**src/rtl/mvu_pkg.sv**
```systemverilog
// rtl/mvu_pkg.sv - shared constants and width helpers for the MVU activation front-end
package mvu_pkg;

  localparam int SKID_DEPTH = 2;

  function automatic int clog2_min1(input int n);
    return (n <= 1) ? 1 : $clog2(n);
  endfunction

endpackage

```
**src/rtl/mvu_input_replay_buffer_skid.sv**
```systemverilog
// rtl/mvu_input_replay_buffer_skid.sv - two-entry output skid carrying {tlast, tdata}
module replay_skid
  import mvu_pkg::*;
#(
  parameter int WIDTH = 17
) (
  input  logic             clk,
  input  logic             rst,
  input  logic             in_valid,
  input  logic [WIDTH-1:0] in_data,
  input  logic             in_flight,
  output logic             has_room,
  output logic             full,
  output logic             out_valid,
  output logic [WIDTH-1:0] out_data,
  input  logic             out_ready
);

  logic [1:0]       count;
  logic [WIDTH-1:0] head;
  logic [WIDTH-1:0] tail;
  logic             pop;
  logic [2:0]       load;

  assign out_valid = (count != 2'd0);
  assign out_data  = head;
  assign pop       = out_valid && out_ready;
  assign full      = (count == 2'(SKID_DEPTH));

  // Occupancy after this edge if one more read issues now: held entries plus
  // the beat still in the RAM read stage, minus the beat leaving this cycle.
  assign load     = {1'b0, count} + {2'b00, in_flight} - {2'b00, pop};
  assign has_room = (load < 3'(SKID_DEPTH));

  always_ff @(posedge clk) begin
    if (rst) begin
      count <= 2'd0;
    end else begin
      case ({in_valid, pop})
        2'b11: begin
          if (count == 2'd1) begin
            head <= in_data;
          end else begin
            head <= tail;
            tail <= in_data;
          end
        end
        2'b10: begin
          if (count == 2'd0) head <= in_data;
          else tail <= in_data;
          count <= count + 2'd1;
        end
        2'b01: begin
          head  <= tail;
          count <= count - 2'd1;
        end
        default: ;
      endcase
    end
  end

endmodule

```
**src/rtl/mvu_input_replay_buffer.sv**
```systemverilog
// rtl/mvu_input_replay_buffer.sv - captures activation vectors and replays each one NF times
module mvu_input_replay_buffer
  import mvu_pkg::*;
#(
  parameter int SIMD             = 48,
  parameter int ACTIVATION_WIDTH = 4,
  parameter int SF               = 2,
  parameter int NF               = 2,
  parameter int SLOTS            = 2,
  parameter int BYPASS_NF1       = 1
) (
  input  logic                             ap_clk,
  input  logic                             ap_rst,
  input  logic [SIMD*ACTIVATION_WIDTH-1:0] s_axis_input_tdata,
  input  logic                             s_axis_input_tvalid,
  output logic                             s_axis_input_tready,
  output logic [SIMD*ACTIVATION_WIDTH-1:0] m_axis_output_tdata,
  output logic                             m_axis_output_tvalid,
  input  logic                             m_axis_output_tready,
  output logic                             m_axis_output_tlast
);

  localparam int    W         = SIMD * ACTIVATION_WIDTH;
  localparam bit    BYPASS    = (BYPASS_NF1 != 0) && (NF == 1);
  localparam int    SW        = clog2_min1(SLOTS);
  localparam int    BW        = clog2_min1(SF);
  localparam int    PW        = clog2_min1(NF);
  localparam int    OW        = $clog2(SLOTS + 1);
  localparam int    DEPTH     = SLOTS * SF;
  localparam int    AD        = clog2_min1(DEPTH);
  localparam string RAM_STYLE = (DEPTH <= 64) ? "distributed" : "block";

  typedef logic [SIMD-1:0][ACTIVATION_WIDTH-1:0] activation_t;

  (* ram_style = RAM_STYLE *) activation_t mem [DEPTH];

  logic [SW-1:0] wslot, rslot;
  logic [BW-1:0] wbeat, rbeat;
  logic [PW-1:0] rpass;
  logic [OW-1:0] occ;
  logic [AD-1:0] waddr, raddr;
  activation_t   rd_data;
  logic          rd_valid, rd_last;
  logic          wr_en, vec_done, rd_issue, slot_release;
  logic          skid_room, skid_full, skid_in_valid, skid_in_flight;
  logic [W:0]    skid_in, skid_out;

  assign s_axis_input_tready = !ap_rst && (BYPASS ? !skid_full : (occ != OW'(SLOTS)));
  assign wr_en        = s_axis_input_tvalid && s_axis_input_tready;
  assign vec_done     = wr_en && (wbeat == BW'(SF - 1));
  assign rd_issue     = !BYPASS && (occ != '0) && skid_room;
  assign slot_release = rd_issue && (rbeat == BW'(SF - 1)) && (rpass == PW'(NF - 1));
  assign waddr        = AD'(int'(wslot) * SF + int'(wbeat));
  assign raddr        = AD'(int'(rslot) * SF + int'(rbeat));

  always_ff @(posedge ap_clk) begin
    if (wr_en && !BYPASS) mem[waddr] <= s_axis_input_tdata;
    if (rd_issue) rd_data <= mem[raddr];
  end

  always_ff @(posedge ap_clk) begin
    if (ap_rst) begin
      wslot    <= '0;
      wbeat    <= '0;
      rslot    <= '0;
      rbeat    <= '0;
      rpass    <= '0;
      occ      <= '0;
      rd_valid <= 1'b0;
      rd_last  <= 1'b0;
    end else begin
      if (wr_en) begin
        if (wbeat == BW'(SF - 1)) begin
          wbeat <= '0;
          wslot <= (wslot == SW'(SLOTS - 1)) ? '0 : wslot + 1'b1;
        end else begin
          wbeat <= wbeat + 1'b1;
        end
      end
      if (rd_issue) begin
        if (rbeat == BW'(SF - 1)) begin
          rbeat <= '0;
          if (rpass == PW'(NF - 1)) begin
            rpass <= '0;
            rslot <= (rslot == SW'(SLOTS - 1)) ? '0 : rslot + 1'b1;
          end else begin
            rpass <= rpass + 1'b1;
          end
        end else begin
          rbeat <= rbeat + 1'b1;
        end
      end
      // A vector landing on the same edge another is released nets to zero.
      if (vec_done && !slot_release && !BYPASS) occ <= occ + 1'b1;
      else if (!vec_done && slot_release) occ <= occ - 1'b1;
      rd_valid <= rd_issue;
      rd_last  <= (rbeat == BW'(SF - 1));
    end
  end

  assign skid_in_valid  = BYPASS ? wr_en : rd_valid;
  assign skid_in_flight = BYPASS ? 1'b0 : rd_valid;
  assign skid_in        = BYPASS ? {(wbeat == BW'(SF - 1)), s_axis_input_tdata} : {rd_last, rd_data};

  replay_skid #(.WIDTH(W + 1)) u_skid (
    .clk       (ap_clk),
    .rst       (ap_rst),
    .in_valid  (skid_in_valid),
    .in_data   (skid_in),
    .in_flight (skid_in_flight),
    .has_room  (skid_room),
    .full      (skid_full),
    .out_valid (m_axis_output_tvalid),
    .out_data  (skid_out),
    .out_ready (m_axis_output_tready)
  );

  assign m_axis_output_tdata = skid_out[W-1:0];
  assign m_axis_output_tlast = m_axis_output_tvalid && skid_out[W];

endmodule
```
**config.mk**
```make
export PLATFORM = sky130hd
export DESIGN_NAME = mvu_input_replay_buffer
export DESIGN_NICKNAME = d
export VERILOG_FILES = /design/src/rtl/mvu_pkg.sv /design/src/rtl/mvu_input_replay_buffer_skid.sv /design/src/rtl/mvu_input_replay_buffer.sv
export SDC_FILE = /design/constraint.sdc
export NUM_CORES = 1
export LEC_CHECK = 0
export ABC_CLOCK_PERIOD_IN_PS = 20000
export BUFFER_PORTS_ARGS = -buffer_cell sky130_fd_sc_hd__clkbuf_2
export CAP_MARGIN = 25
export CORE_ASPECT_RATIO = 1.75
export CORE_MARGIN = 2
export CORE_UTILIZATION = 56
export CTS_BUF_LIST = sky130_fd_sc_hd__clkbuf_4
export DETAILED_ROUTE_END_ITERATION = 16
export GPL_TIMING_DRIVEN = 0
export PLACE_DENSITY = 0.79
export SYNTH_ARGS = -nofsm -noshare
export SYNTH_HDL_FRONTEND = slang
export SYNTH_SLANG_ARGS = --single-unit
```
**constraint.sdc**
```tcl
create_clock -name ap_clk -period 20 [get_ports ap_clk]
set_input_delay 1 -clock ap_clk [delete_from_list [all_inputs] [get_ports ap_clk]]
set_output_delay 1 -clock ap_clk [all_outputs]
set_load 0.01 [all_outputs]
```
==> run summary <==
The final number of max-transition violations came out at 0. The floorplan step defined a die boundary enclosing 91910 um^2. The die is 399.6 um tall.

Kind of critical path: reg -> reg. The first global-routing pass estimated 156100 um of wire. In this run the static leakage power is 0.02123 uW.

The logs give 0.3496 for the worst slew margin relative to its limit and 104300 um for the total wire length after detailed routing. The count of instances resized after the clock tree is built was 0; the post-synthesis average cell area was 24.23 um^2. Data arrives at the worst endpoint at 4800 ps.

The largest total area in the synthesized netlist belongs to sky130_fd_sc_hd__edfxtp_1. Along the worst path, the maximum fanout reaches 28. Walking the worst path, the cells encountered are inv_1, ha_1, nand2b_4, nor2_1, o21ai_0, fa_1, o21ai_1, nor2_4, buf_16, buf_12, buf_12. Between clock sinks in the finished design, the worst skew comes to 60.89 ps. The logs give 31 for the pin count of the biggest net entering global routing and 0 ps for the sum of negative setup slack. For the number of nets produced by synthesis, the log shows 2266.

The sequential area share after synthesis is 0.8117. The area growth from synthesis to layout is 21.24%. Setup violations remaining at the end of the flow were counted as 0. Setup repair after global routing left no endpoint under its margin.

Clock-pin slew was measured on the worst setup and hold paths at 70 ps. The final count of hold timing violations is 0. The count of nets left with antenna violations once routing finished came out at 0.

Dividing the detail-routed via count by the number of cells gives 5.378. The region available for standard cell placement spans 88900 um^2. The DRC violation count after routing is 0. The final clock period utilization by the worst path is 0.1989, and the total placed cells including tap cells is 3709.

Across the run, the number of max-cap violations was 0. The minimum clock period after layout is 3978 ps, and the number of antenna violations at the first check in global routing is 18. In this run the number of H-tree levels came out at 5. Buffers added to address setup during post-CTS repair amount to 0. The tools report the via count of the first global-routing pass as 26360. The worst setup path is launched from a flip-flop.

Among all stages on the critical path, the largest delay is contributed by sky130_fd_sc_hd__nor2_4. The logs give 315 for the number of buffers created by CTS and 0.5632 for the effective utilization at floorplan. The number of violations reported at the end of detailed-routing iteration 0 was 1666; the measured slew at the worst slew-check pin was 968.4 ps.

The flow ran to the end, and the final reports show no timing, DRC or antenna violations. The number of clock sinks was 1357. The buffering stage count on the worst path with inverters included was 4.

TritonCTS built the clock tree. The fraction of final layout cells with drive strength greater than 1 is 0.4819, and the distinct cell type count of the synthesized netlist is 32. In this run the register-to-register setup slack is 16020 ps. The mapped netlist covers 50070 um^2. The boundary pin count is 391. For this run, the number of standard cells in the final layout without fillers is 4445. Synthesis produced a netlist whose cell count is 2066. For the worst setup path, the data required time is 20820 ps. The x dimension of the die is 230.0 um, and the overflow left after global routing is 0. Routability-driven placement finished with a final weighted congestion of 0.7414. Hold is met by 239.4 ps. By area the synthesized netlist is led by sky130_fd_sc_hd__edfxtp_1, sky130_fd_sc_hd__mux4_2, sky130_fd_sc_hd__mux2_4. Before CTS, the worst setup slack after placement is 15850 ps. The maximum count of clock buffers along a single path was 4; the area share of the largest cell type after synthesis was 0.8073.

IR analysis of the VDD net gives a maximum drop of 106.8 uV. The logs give 0.2310 for the overall global routing resource usage and 0 for the yosys synthesis warning count. The power density of the placed cells is 106.7 nW/um^2, and the fmax is 0.2514 GHz. The mean routed wirelength per cell is 23.46 um. The kind of cell adding the most delay to the critical path is simple AND/OR/NAND/NOR gates.

The clock insertion delay at the later pin of the skew report was 1170 ps. The library cell appearing most often on the critical path is sky130_fd_sc_hd__buf_12. The tree is rooted in a sky130_fd_sc_hd__clkbuf_4. The total power consumption of the routed design came out at 6475 uW. Buffers placed on the I/O ports in this run total 390. The final net count is 3243.

The iteration count of the initial detailed-routing pass is 5. The sort of element at the end of the critical path is a flip-flop. In this run the worst hold path is classified as in -> reg. In the post-route analysis, the smallest setup slack over all paths is 16020 ps.

The flip-flop and latch count after synthesis was 1357. The placement row count was 145; the overall via count from detail_route was 23907. The half-perimeter wire length after detailed placement is 67130 um.

Worst stage delay on the critical path: 770 ps. For this design, the CTS-stage hold fixing added 192 buffers.
## metal layers
layer  vias to the layer above  global-route usage  share of wire
met5                         -                   0        0.00091
met4                        14              0.1052          0.033
met3                       231             0.06656          0.070
met2                      1054              0.4040           0.54
met1                     12175              0.2631           0.36
li1                      10433                   -              -
## cells by family (layout without fill, tap and decap cells)
| family | count (synthesis) | in the layout | share of synthesized area |
|---|---|---|---|
| AOI/OAI and AO/OA | 15 | 15 | 0.001699 |
| xor gates and xnor gates | 4 | 4 | 0.0009746 |
| other | 0 | 15 | 0 |
| DFF | 1357 | 1357 | 0.8117 |
| and+or+nand+nor | 33 | 33 | 0.003548 |
| muxes | 387 | 387 | 0.1429 |
| buffers and inverters | 265 | 1453 | 0.03781 |
| adders and majority gates | 5 | 5 | 0.001374 |
## synthesized netlist by cell type (all sizes together)
library cell and number:
edfxtp 1346, nand2b 4, xor2 3, o21ai 4, clkbuf 21, xnor3 1, fa 1, nor2b 5
ha 3, nor3 2, nor3b 1, dfxtp 11, nand2 5, o21bai 1, nor4 2, mux2i 1
or4 2, buf 239, or3 2, o31ai 2, mux2 194, a211oi 1, mux4 192, a21oi 7
nor2 10, maj3 1, inv 5
## flip-flops by register name, summed over array words and instances, names as in the netlist, 2 cells and up
register / flops
mem: 768
u_skid.out_data: 193
u_skid.tail: 193
rd_data: 192
occ: 2
u_skid.count: 2
## power by group
| part | internal [uW] | switching (uW) | leakage, uW |
|---|---|---|---|
| sequential | 3330 | 48.7 | 0.0123 |
| clock | 1070 | 1050 | 0.00227 |
| combinational | 507 | 469 | 0.00667 |
| total | 4910 | 1570 | 0.0212 |
## area by class of cell
class,instances,area [um^2]
clock buffers,434,3258
flip-flops and latches,1357,40640
fillers,5430,28190
diodes,15,37.54
repair buffers,660,5278
plain buffers,260,1874
multi-input cells,444,7612
well taps,1176,1471
clock inverters,94,514.2
inverters,5,18.77
## cell usage in the layout (no fill, tap or decap), types with 2 or more instances in the layout
cell type and count:
sky130_fd_sc_hd__nor2b_1 5, sky130_fd_sc_hd__dfxtp_1 11, sky130_fd_sc_hd__buf_6 45, sky130_fd_sc_hd__dlygate4sd3_1 192, sky130_fd_sc_hd__mux2_2 24, sky130_fd_sc_hd__nor2_4 3, sky130_fd_sc_hd__or3_1 2, sky130_fd_sc_hd__nand2_1 5
sky130_fd_sc_hd__o31ai_1 2, sky130_fd_sc_hd__nand2b_1 3, sky130_fd_sc_hd__inv_1 5, sky130_fd_sc_hd__nor2_1 7, sky130_fd_sc_hd__mux2_4 170, sky130_fd_sc_hd__diode_2 15, sky130_fd_sc_hd__nor3_1 2, sky130_fd_sc_hd__buf_8 10
sky130_fd_sc_hd__clkbuf_1 21, sky130_fd_sc_hd__or4_1 2, sky130_fd_sc_hd__xor2_1 3, sky130_fd_sc_hd__nor4_4 2, sky130_fd_sc_hd__a21oi_4 2, sky130_fd_sc_hd__clkinv_2 24, sky130_fd_sc_hd__clkinv_1 62, sky130_fd_sc_hd__edfxtp_1 1346
sky130_fd_sc_hd__o21ai_0 3, sky130_fd_sc_hd__clkbuf_4 434, sky130_fd_sc_hd__bufinv_16 5, sky130_fd_sc_hd__mux4_2 192, sky130_fd_sc_hd__buf_4 192, sky130_fd_sc_hd__inv_2 3, sky130_fd_sc_hd__clkbuf_2 390, sky130_fd_sc_hd__buf_12 26
sky130_fd_sc_hd__buf_16 16, sky130_fd_sc_hd__ha_1 3, sky130_fd_sc_hd__buf_2 28, sky130_fd_sc_hd__a21oi_1 5
## worst min-delay path: cells and delay by family
kind / cells / cell delay [ps]
AO/OA/AOI/OAI: 1 / 70
buffers and inverters: 1 / 140
AND/OR/NAND/NOR: 1 / 130
## stage by stage
stage / area, um^2 / utilization
after floorplan: 50080 / -
after global placement: 53510 / 0.6019
after detailed placement: 54940 / 0.6181
after CTS: 60640 / 0.6821
after global routing: 60690 / 0.6827
final: 60700 / 0.6828
## path summary, 6_finish.rpt
kind | startpoint | depth (start not counted) | endpoint
setup / recovery | u_skid.count[1] | 11 | rd_data[45]
hold / removal | m_axis_output_tready | 3 | u_skid.count[1]
setup reg to reg | u_skid.count[1] | 11 | rd_data[45]
hold reg to reg | rd_data[90] | 0 | u_skid.tail[90]
No activity file was read; power rests on OpenSTA's default activity.
